[src/rtl/spi_dma_master_pkg.sv]
// Shared definitions for the SPI byte-exchange master: FSM encoding and
// the constants the datapath drives when idle or filling a read cycle.
package spi_dma_master_pkg;

  typedef enum logic [1:0] {
    ST_IDLE  = 2'd0,
    ST_SHIFT = 2'd1,
    ST_DONE  = 2'd2
  } state_t;

  localparam logic [7:0] SPI_DIV_RST   = 8'd3;
  localparam logic       SPI_IDLE_MOSI = 1'b1;
  localparam logic [7:0] SPI_FILL      = 8'hFF;

endpackage

[src/rtl/spi_dma_master_if.sv]
// Host-side bus of the SPI master: Z80 port strobes plus the DMA byte
// handshake. The slave modport is the SPI master itself; the master modport
// is whoever drives the requests.
interface spi_dma_master_if;

  logic [7:0] zdata;
  logic       z_wr_data;
  logic       z_rd_data;
  logic       z_wr_ctrl;
  logic       z_wr_div;
  logic [7:0] z_rddata;
  logic       busy;
  logic       dma_req;
  logic [7:0] dma_wrdata;
  logic [7:0] dma_rddata;
  logic       dma_stb;

  modport slave (
    input  zdata, z_wr_data, z_rd_data, z_wr_ctrl, z_wr_div, dma_req, dma_wrdata,
    output z_rddata, busy, dma_rddata, dma_stb
  );

  modport master (
    output zdata, z_wr_data, z_rd_data, z_wr_ctrl, z_wr_div, dma_req, dma_wrdata,
    input  z_rddata, busy, dma_rddata, dma_stb
  );

endinterface

[src/rtl/spi_dma_master_sck_div.sv]
// SCK generator: a down-counter reloaded from the divider register that
// toggles SCK each time it reaches zero. While disabled it holds SCK low and
// keeps reloading, so a new exchange always starts with a full half-period.
module spi_dma_master_sck_div #(
  parameter int DIV_W = 8
) (
  input  logic             clk,
  input  logic             rst_n,
  input  logic             en,
  input  logic [DIV_W-1:0] div,
  output logic             sck,
  output logic             tick,
  output logic             rise,
  output logic             fall
);

  logic [DIV_W-1:0] cnt;

  assign tick = en && (cnt == '0);
  assign rise = tick && !sck;
  assign fall = tick && sck;

  // Half-period counter and SCK toggle; a reload picks up the current divider
  always_ff @(posedge clk) begin
    if (!rst_n || !en) begin
      cnt <= div;
      sck <= 1'b0;
    end else if (cnt == '0) begin
      cnt <= div;
      sck <= ~sck;
    end else begin
      cnt <= cnt - 1'b1;
    end
  end

endmodule

[src/rtl/spi_dma_master.sv]
// SPI mode-0 byte-exchange master shared by the DMA engine and the Z80.
// A pending Z80 request always wins arbitration over the DMA; every finished
// byte updates z_rddata, and DMA-owned bytes also pulse dma_stb.
module spi_dma_master
  import spi_dma_master_pkg::*;
#(
  parameter int               DIV_W   = 8,
  parameter logic [DIV_W-1:0] DIV_RST = DIV_W'(SPI_DIV_RST)
) (
  input  logic                   clk,
  input  logic                   rst_n,
  spi_dma_master_if.slave        bus,
  output logic                   spi_sck,
  output logic                   spi_mosi,
  input  logic                   spi_miso,
  output logic                   spi_cs_n
);

  state_t           state, state_nxt;
  logic [7:0]       shreg;
  logic             rx_bit;
  logic [3:0]       tog_cnt;
  logic             owner_dma;
  logic             pend;
  logic [7:0]       pend_byte;
  logic [DIV_W-1:0] div;
  logic             mosi_q;
  logic             cs_q;
  logic [7:0]       z_rd_q;
  logic [7:0]       dma_rd_q;
  logic             z_strobe;
  logic [7:0]       z_byte;
  logic             start;
  logic             start_z;
  logic [7:0]       start_byte;
  logic             last_tog;
  logic             tick, rise, fall;

  assign z_strobe = bus.z_wr_data || bus.z_rd_data;
  assign z_byte   = bus.z_wr_data ? bus.zdata : SPI_FILL;

  spi_dma_master_sck_div #(.DIV_W(DIV_W)) u_sck_div (
    .clk   (clk),
    .rst_n (rst_n),
    .en    (state == ST_SHIFT),
    .div   (div),
    .sck   (spi_sck),
    .tick  (tick),
    .rise  (rise),
    .fall  (fall)
  );

  // State register
  always_ff @(posedge clk) begin
    if (!rst_n) state <= ST_IDLE;
    else        state <= state_nxt;
  end

  // Arbitration (fresh Z80 strobe, then pending Z80, then DMA) and next state
  always_comb begin
    state_nxt  = state;
    start      = 1'b0;
    start_z    = 1'b0;
    start_byte = SPI_FILL;
    last_tog   = 1'b0;
    case (state)
      ST_IDLE: begin
        if (z_strobe) begin
          start      = 1'b1;
          start_z    = 1'b1;
          start_byte = z_byte;
        end else if (pend) begin
          start      = 1'b1;
          start_z    = 1'b1;
          start_byte = pend_byte;
        end else if (bus.dma_req) begin
          start      = 1'b1;
          start_byte = bus.dma_wrdata;
        end
        if (start) state_nxt = ST_SHIFT;
      end
      ST_SHIFT: begin
        last_tog = tick && (tog_cnt == 4'd15);
        if (last_tog) state_nxt = ST_DONE;
      end
      ST_DONE:  state_nxt = ST_IDLE;
      default:  state_nxt = ST_IDLE;
    endcase
  end

  // Shifter: load on start, sample MISO on rising SCK, shift on falling SCK
  always_ff @(posedge clk) begin
    if (!rst_n) begin
      shreg     <= SPI_FILL;
      rx_bit    <= 1'b0;
      tog_cnt   <= 4'd0;
      owner_dma <= 1'b0;
      mosi_q    <= SPI_IDLE_MOSI;
      z_rd_q    <= SPI_FILL;
      dma_rd_q  <= SPI_FILL;
    end else if (start) begin
      shreg     <= start_byte;
      owner_dma <= !start_z;
      mosi_q    <= start_byte[7];
      tog_cnt   <= 4'd0;
    end else if (tick) begin
      tog_cnt <= tog_cnt + 4'd1;
      if (rise) rx_bit <= spi_miso;
      if (fall) begin
        shreg  <= {shreg[6:0], rx_bit};
        mosi_q <= last_tog ? SPI_IDLE_MOSI : shreg[6];
      end
      if (last_tog) begin
        z_rd_q <= {shreg[6:0], rx_bit};
        if (owner_dma) dma_rd_q <= {shreg[6:0], rx_bit};
      end
    end
  end

  // One-deep Z80 request buffer for strobes that arrive while not idle
  always_ff @(posedge clk) begin
    if (!rst_n) begin
      pend      <= 1'b0;
      pend_byte <= SPI_FILL;
    end else if (z_strobe && (state != ST_IDLE)) begin
      pend      <= 1'b1;
      pend_byte <= z_byte;
    end else if (start_z) begin
      pend      <= 1'b0;
    end
  end

  // Chip-select and divider registers, written in any state
  always_ff @(posedge clk) begin
    if (!rst_n) begin
      cs_q <= 1'b1;
      div  <= DIV_RST;
    end else begin
      if (bus.z_wr_ctrl) cs_q <= bus.zdata[0];
      if (bus.z_wr_div)  div  <= bus.zdata[DIV_W-1:0];
    end
  end

  assign spi_mosi       = mosi_q;
  assign spi_cs_n       = cs_q;
  assign bus.z_rddata   = z_rd_q;
  assign bus.dma_rddata = dma_rd_q;
  assign bus.dma_stb    = (state == ST_DONE) && owner_dma;
  assign bus.busy       = (state != ST_IDLE) || pend;

endmodule

[src/flat_wrapper.sv]
// flat-port wrapper written by rule: the top's interface ports become plain ports
module spi_dma_master_flat import spi_dma_master_pkg::*;
#(
  parameter int               DIV_W   = 8,
  parameter logic [DIV_W-1:0] DIV_RST = DIV_W'(SPI_DIV_RST)
)
  (clk, rst_n, spi_sck, spi_mosi, spi_miso, spi_cs_n, bus_zdata, bus_z_wr_data, bus_z_rd_data, bus_z_wr_ctrl, bus_z_wr_div, bus_dma_req, bus_dma_wrdata, bus_z_rddata, bus_busy, bus_dma_rddata, bus_dma_stb);
  spi_dma_master_if bus_i ();
  input  logic clk;
  input  logic rst_n;
  output logic spi_sck;
  output logic spi_mosi;
  input  logic spi_miso;
  output logic spi_cs_n;
  input wire logic [$bits(bus_i.zdata)-1:0] bus_zdata;
  input wire logic [$bits(bus_i.z_wr_data)-1:0] bus_z_wr_data;
  input wire logic [$bits(bus_i.z_rd_data)-1:0] bus_z_rd_data;
  input wire logic [$bits(bus_i.z_wr_ctrl)-1:0] bus_z_wr_ctrl;
  input wire logic [$bits(bus_i.z_wr_div)-1:0] bus_z_wr_div;
  input wire logic [$bits(bus_i.dma_req)-1:0] bus_dma_req;
  input wire logic [$bits(bus_i.dma_wrdata)-1:0] bus_dma_wrdata;
  output wire logic [$bits(bus_i.z_rddata)-1:0] bus_z_rddata;
  output wire logic [$bits(bus_i.busy)-1:0] bus_busy;
  output wire logic [$bits(bus_i.dma_rddata)-1:0] bus_dma_rddata;
  output wire logic [$bits(bus_i.dma_stb)-1:0] bus_dma_stb;
  assign bus_i.zdata = bus_zdata;
  assign bus_i.z_wr_data = bus_z_wr_data;
  assign bus_i.z_rd_data = bus_z_rd_data;
  assign bus_i.z_wr_ctrl = bus_z_wr_ctrl;
  assign bus_i.z_wr_div = bus_z_wr_div;
  assign bus_i.dma_req = bus_dma_req;
  assign bus_i.dma_wrdata = bus_dma_wrdata;
  assign bus_z_rddata = bus_i.z_rddata;
  assign bus_busy = bus_i.busy;
  assign bus_dma_rddata = bus_i.dma_rddata;
  assign bus_dma_stb = bus_i.dma_stb;
  spi_dma_master #(.DIV_W(DIV_W), .DIV_RST(DIV_RST)) u_core (.clk(clk), .rst_n(rst_n), .bus(bus_i), .spi_sck(spi_sck), .spi_mosi(spi_mosi), .spi_miso(spi_miso), .spi_cs_n(spi_cs_n));
endmodule
[config.mk]
export PLATFORM = sky130hd
export DESIGN_NAME = spi_dma_master_flat
export DESIGN_NICKNAME = d
export VERILOG_FILES = /design/src/rtl/spi_dma_master_pkg.sv /design/src/rtl/spi_dma_master_if.sv /design/src/rtl/spi_dma_master_sck_div.sv /design/src/rtl/spi_dma_master.sv /design/src/flat_wrapper.sv
export SDC_FILE = /design/constraint.sdc
export NUM_CORES = 1
export LEC_CHECK = 0
export BUFFER_PORTS_ARGS = -buffer_cell sky130_fd_sc_hd__buf_2
export CORE_AREA = 2 2 74 94
export DETAILED_ROUTE_END_ITERATION = 8
export DIE_AREA = 0 0 76 96
export HOLD_SLACK_MARGIN = 0.05
export PLACE_DENSITY_LB_ADDON = 0.08
export SYNTH_ARGS = -nofsm -noshare
export SYNTH_HDL_FRONTEND = slang
export SYNTH_SLANG_ARGS = --single-unit
[constraint.sdc]
create_clock -name clk -period 1.7 [get_ports clk]
set_input_delay 0.17 -clock clk [delete_from_list [all_inputs] [get_ports clk]]
set_output_delay 0.17 -clock clk [all_outputs]
set_load 0.05 [all_outputs]
==> summary.md <==
| Metric | Value |
|---|---|
| WL/cell | `14.3 um` |
| Site row count | `33` |
| R2r worst-path depth | `4` |
| Clock Sinks | `59` |
| Worst skew pair latency | `around 0.33 ns` |
| Remaining Overflow, GRT | `0` |
| WP depth | `4` |
| Post-Syn Area | `between 2000 and 3000 um^2` |
| Total wire length | `between 6 and 7 mm` |
| H-tree depth | `3` |
| Max-slew headroom | `approximately 75%` |
| Fmax | `just over 600 MHz` |
| Worst hold-check path type | `in2reg` |
| Crit-path max cell delay | `around 0.77 ns` |
| Number of enable flip-flop cells after synthesis | `0` |
| Routed wl met2 | `roughly 3.1 mm` |
| Post-synth top flop | `dfxtp_1` |
| Most frequent cells in the layout | `dfxtp_1, buf_2, nand2_1` |
| Area of the core | `around 6400 um^2` |
| Vias per std cell | `4.96` |
| Sequential element share of the synthesized area | `between 40% and 50%` |
| R2r startpoint | `u_core.pend` |
| IO Pins | `between 40 and 50` |
| CP cell instances | `or4b_2 -> nor2_1 -> o31a_1 -> o31ai_2` |
| Starting Density | `39.1%` |
| Port Buffers | `44` |
| Die X | `76 um` |
| Avg Cell Area, Syn | `roughly 9.4 um^2` |
| Final core occ | `about half` |
| Die ar. | `7300 um^2` |
| Num CTS Buffers | `9` |
| ANT cells | `0` |
| Place WS | `-0.126 ns` |
| Via count | `2101` |
| M1 WL | `approximately 2.7 mm` |
| Slew Viols, Final | `0` |
| Worst vdd ir | `513 uV` |
| Gpl congestion | `~0.75` |
| Initial DRC count | `a little over 100` |
| Crit. End Element | `flop` |
| Worst Tran Pin Value | `about 0.38 ns` |
| Crit Path Max Fanout | `6` |
| Layout net count | `358` |
| Yosys reg bits | `59` |
| Worst-path clk slew | `around 0.07 ns` |
| Tmin final | `approximately 1.6 ns` |
| Final setup fails | `0` |
| First-pass GRT wire length | `9.67 mm` |
| Final Skew | `roughly 0.0086 ns` |
| Yosys Warn Count | `0` |
| Post-CTS Hold Buffers | `0` |
| Drt drc | `0` |
| Asr flop ratio synth | `0%` |
| Flop2flop setup slack | `0.07 ns` |
| Critical Path End | `u_core.spi_mosi` |
| Largest net degree at the start of global routing | `37` |
| Power per cell area | `roughly 1100 nW/um^2` |
| Leak | `1.52 nW` |
| Crit Path Class | `reg2reg` |
| CP arrival | `1.84 ns` |
| R2R Path End | `u_core.spi_mosi` |
| Crit start category | `flop` |
| Worst Path Required | `between 1.5 and 2 ns` |
| Hold Vio Cnt, Final | `0` |
| Layout cells sized above 1 | `a little over a quarter` |
| Critical path launch point | `u_core.pend` |
| Uppermost layer routed | `met4` |
| Final worst-path cycle share | `between 90% and 100%` |
| Commonest non-fill, non-tap cell in the layout | `dfxtp_1` |
| CP delay by family, top | `simple AND/OR/NAND/NOR gates` |
| Area growth from synthesis to layout | `29.8%` |
| Outcome | `complete, no violations` |
| CTS tree | `yes` |
| RSZ-0062 raised after global routing | `true` |
| Critical path buffer and inverter count | `0` |
| Final ANT Viol Nets | `0` |
| Drt pass-1 iters | `4` |
| Final worst slack | `~0.074 ns` |
| Die height | `between 90 and 100 um` |
| Worst-case clock buffer depth | `2` |
| Vias in the first global route | `2012` |
| Synthesized netlist cell count | `about 270` |
| Post-synth cell types | `38` |
| Fin Hold WS | `about 0.077 ns` |
| Post-DP HPWL | `approximately 4.3 mm` |
| GRT Total Usage | `between 15 and 20%` |
| Syn_nets | `293` |
| Max cap viols | `0` |
| CP max stage cell | `or4b_2` |
| CTS root buffer | `clkbuf_8` |
| Initial antenna violation count | `0` |
| Met3 wire length | `about 190 um` |
## per-layer routing
layer	vias to the layer above	GRT usage (%)
met2	45	29.2
met5	-	0
li1	1072	-
met1	977	20.6
met4	0	7.73
met3	7	3.10
## cell type report
cell class / instances / area [um^2]
Sequential cell: 59 / 1180
Multi-Input combinational cell: 195 / 1310
Timing Repair Buffer: 63 / 374
Tap cell: 87 / 109
Clock inverter: 4 / 95.1
Clock buffer: 12 / 165
Fill cell: 611 / 3150
Inverter: 4 / 15.0
## worst min path at each step
stage,start,endpoint,depth (start not counted)
4_1_cts,bus_z_wr_ctrl,u_core.spi_cs_n,3
3_5_place_dp,bus_z_wr_ctrl,u_core.spi_cs_n,3
6_report,bus_z_wr_ctrl,u_core.spi_cs_n,3
2_1_floorplan,bus_zdata[0],u_core.spi_cs_n,2
3_3_place_gp,bus_z_wr_ctrl,u_core.spi_cs_n,3
5_1_grt,bus_z_wr_ctrl,u_core.spi_cs_n,3
## flip-flops by register name (all words and copies together) (netlist names), 2 cells and up
register,flops
u_core.state,2
u_core.bus.z_rddata,8
u_core.bus.dma_rddata,8
u_core.div,8
u_core.tog_cnt,4
u_core.pend_byte,8
u_core.u_sck_div.cnt,8
u_core.shreg,7
## worst register-to-register path: cells and delay by family, from the launching register on
kind | cells | cell delay [ns]
AOI/OAI and AO/OA | 2 | 0.25
DFF | 1 | 0.37
and+or+nand+nor | 2 | 0.89
## Yosys cell counts (2+ instances only)
cell	instances	area share (%)
dfxtp_1	59	47
nand2_1	36	5.4
mux2i_1	34	14
nor2_1	33	5.0
a21oi_1	17	3.4
o22ai_1	11	2.8
nor3_1	9	1.8
nor2b_1	8	2.0
clkbuf_1	7	1.1
xor2_1	7	2.5
inv_1	4	0.60
o311a_1	4	1.6
a2bb2oi_1	3	1.1
nand2b_1	3	0.75
nand4_1	3	0.75
xnor2_1	3	1.1
and3_1	2	0.50
buf_2	2	0.40
ha_1	2	1.0
o31ai_1	2	0.60
## stage by stage
stage	TNS [ns]	std cells	power (mW)	cell area, um^2
2_1_floorplan	0	267	1.75	2510
3_3_place_gp	-0.530	402	1.88	2900
4_1_cts	0	420	3.54	3190
3_5_place_dp	-0.947	402	1.89	2900
5_1_grt	-0.0544	424	3.66	3250
6_report	0	424	3.51	3250
## where the power goes
group          internal [mW]  total (mW)  switching [mW]
combinational          0.160       0.366           0.205
clock                   1.09        1.64           0.545
sequential              1.44        1.51          0.0615
## cells by family after synthesis
family,Yosys count,share of synthesized area (%)
AO/OA/AOI/OAI,43,11.3
XOR/XNOR,10,3.50
adder cells (fa/ha/maj),2,1.00
buffers and inverters,14,2.20
flip-flops,59,47.2
multiplexers,34,13.6
AND/OR/NAND/NOR,105,21.2
## repair_timing
| item | 4_1_cts | 5_1_grt |
|---|---|---|
| endpoints found under the setup margin | 9 | 23 |
| cloned | 0 | 2 |
| buffers inserted | 2 | 2 |
| resized for setup | 1 | 10 |
No activity file was read; power rests on OpenSTA's default activity.
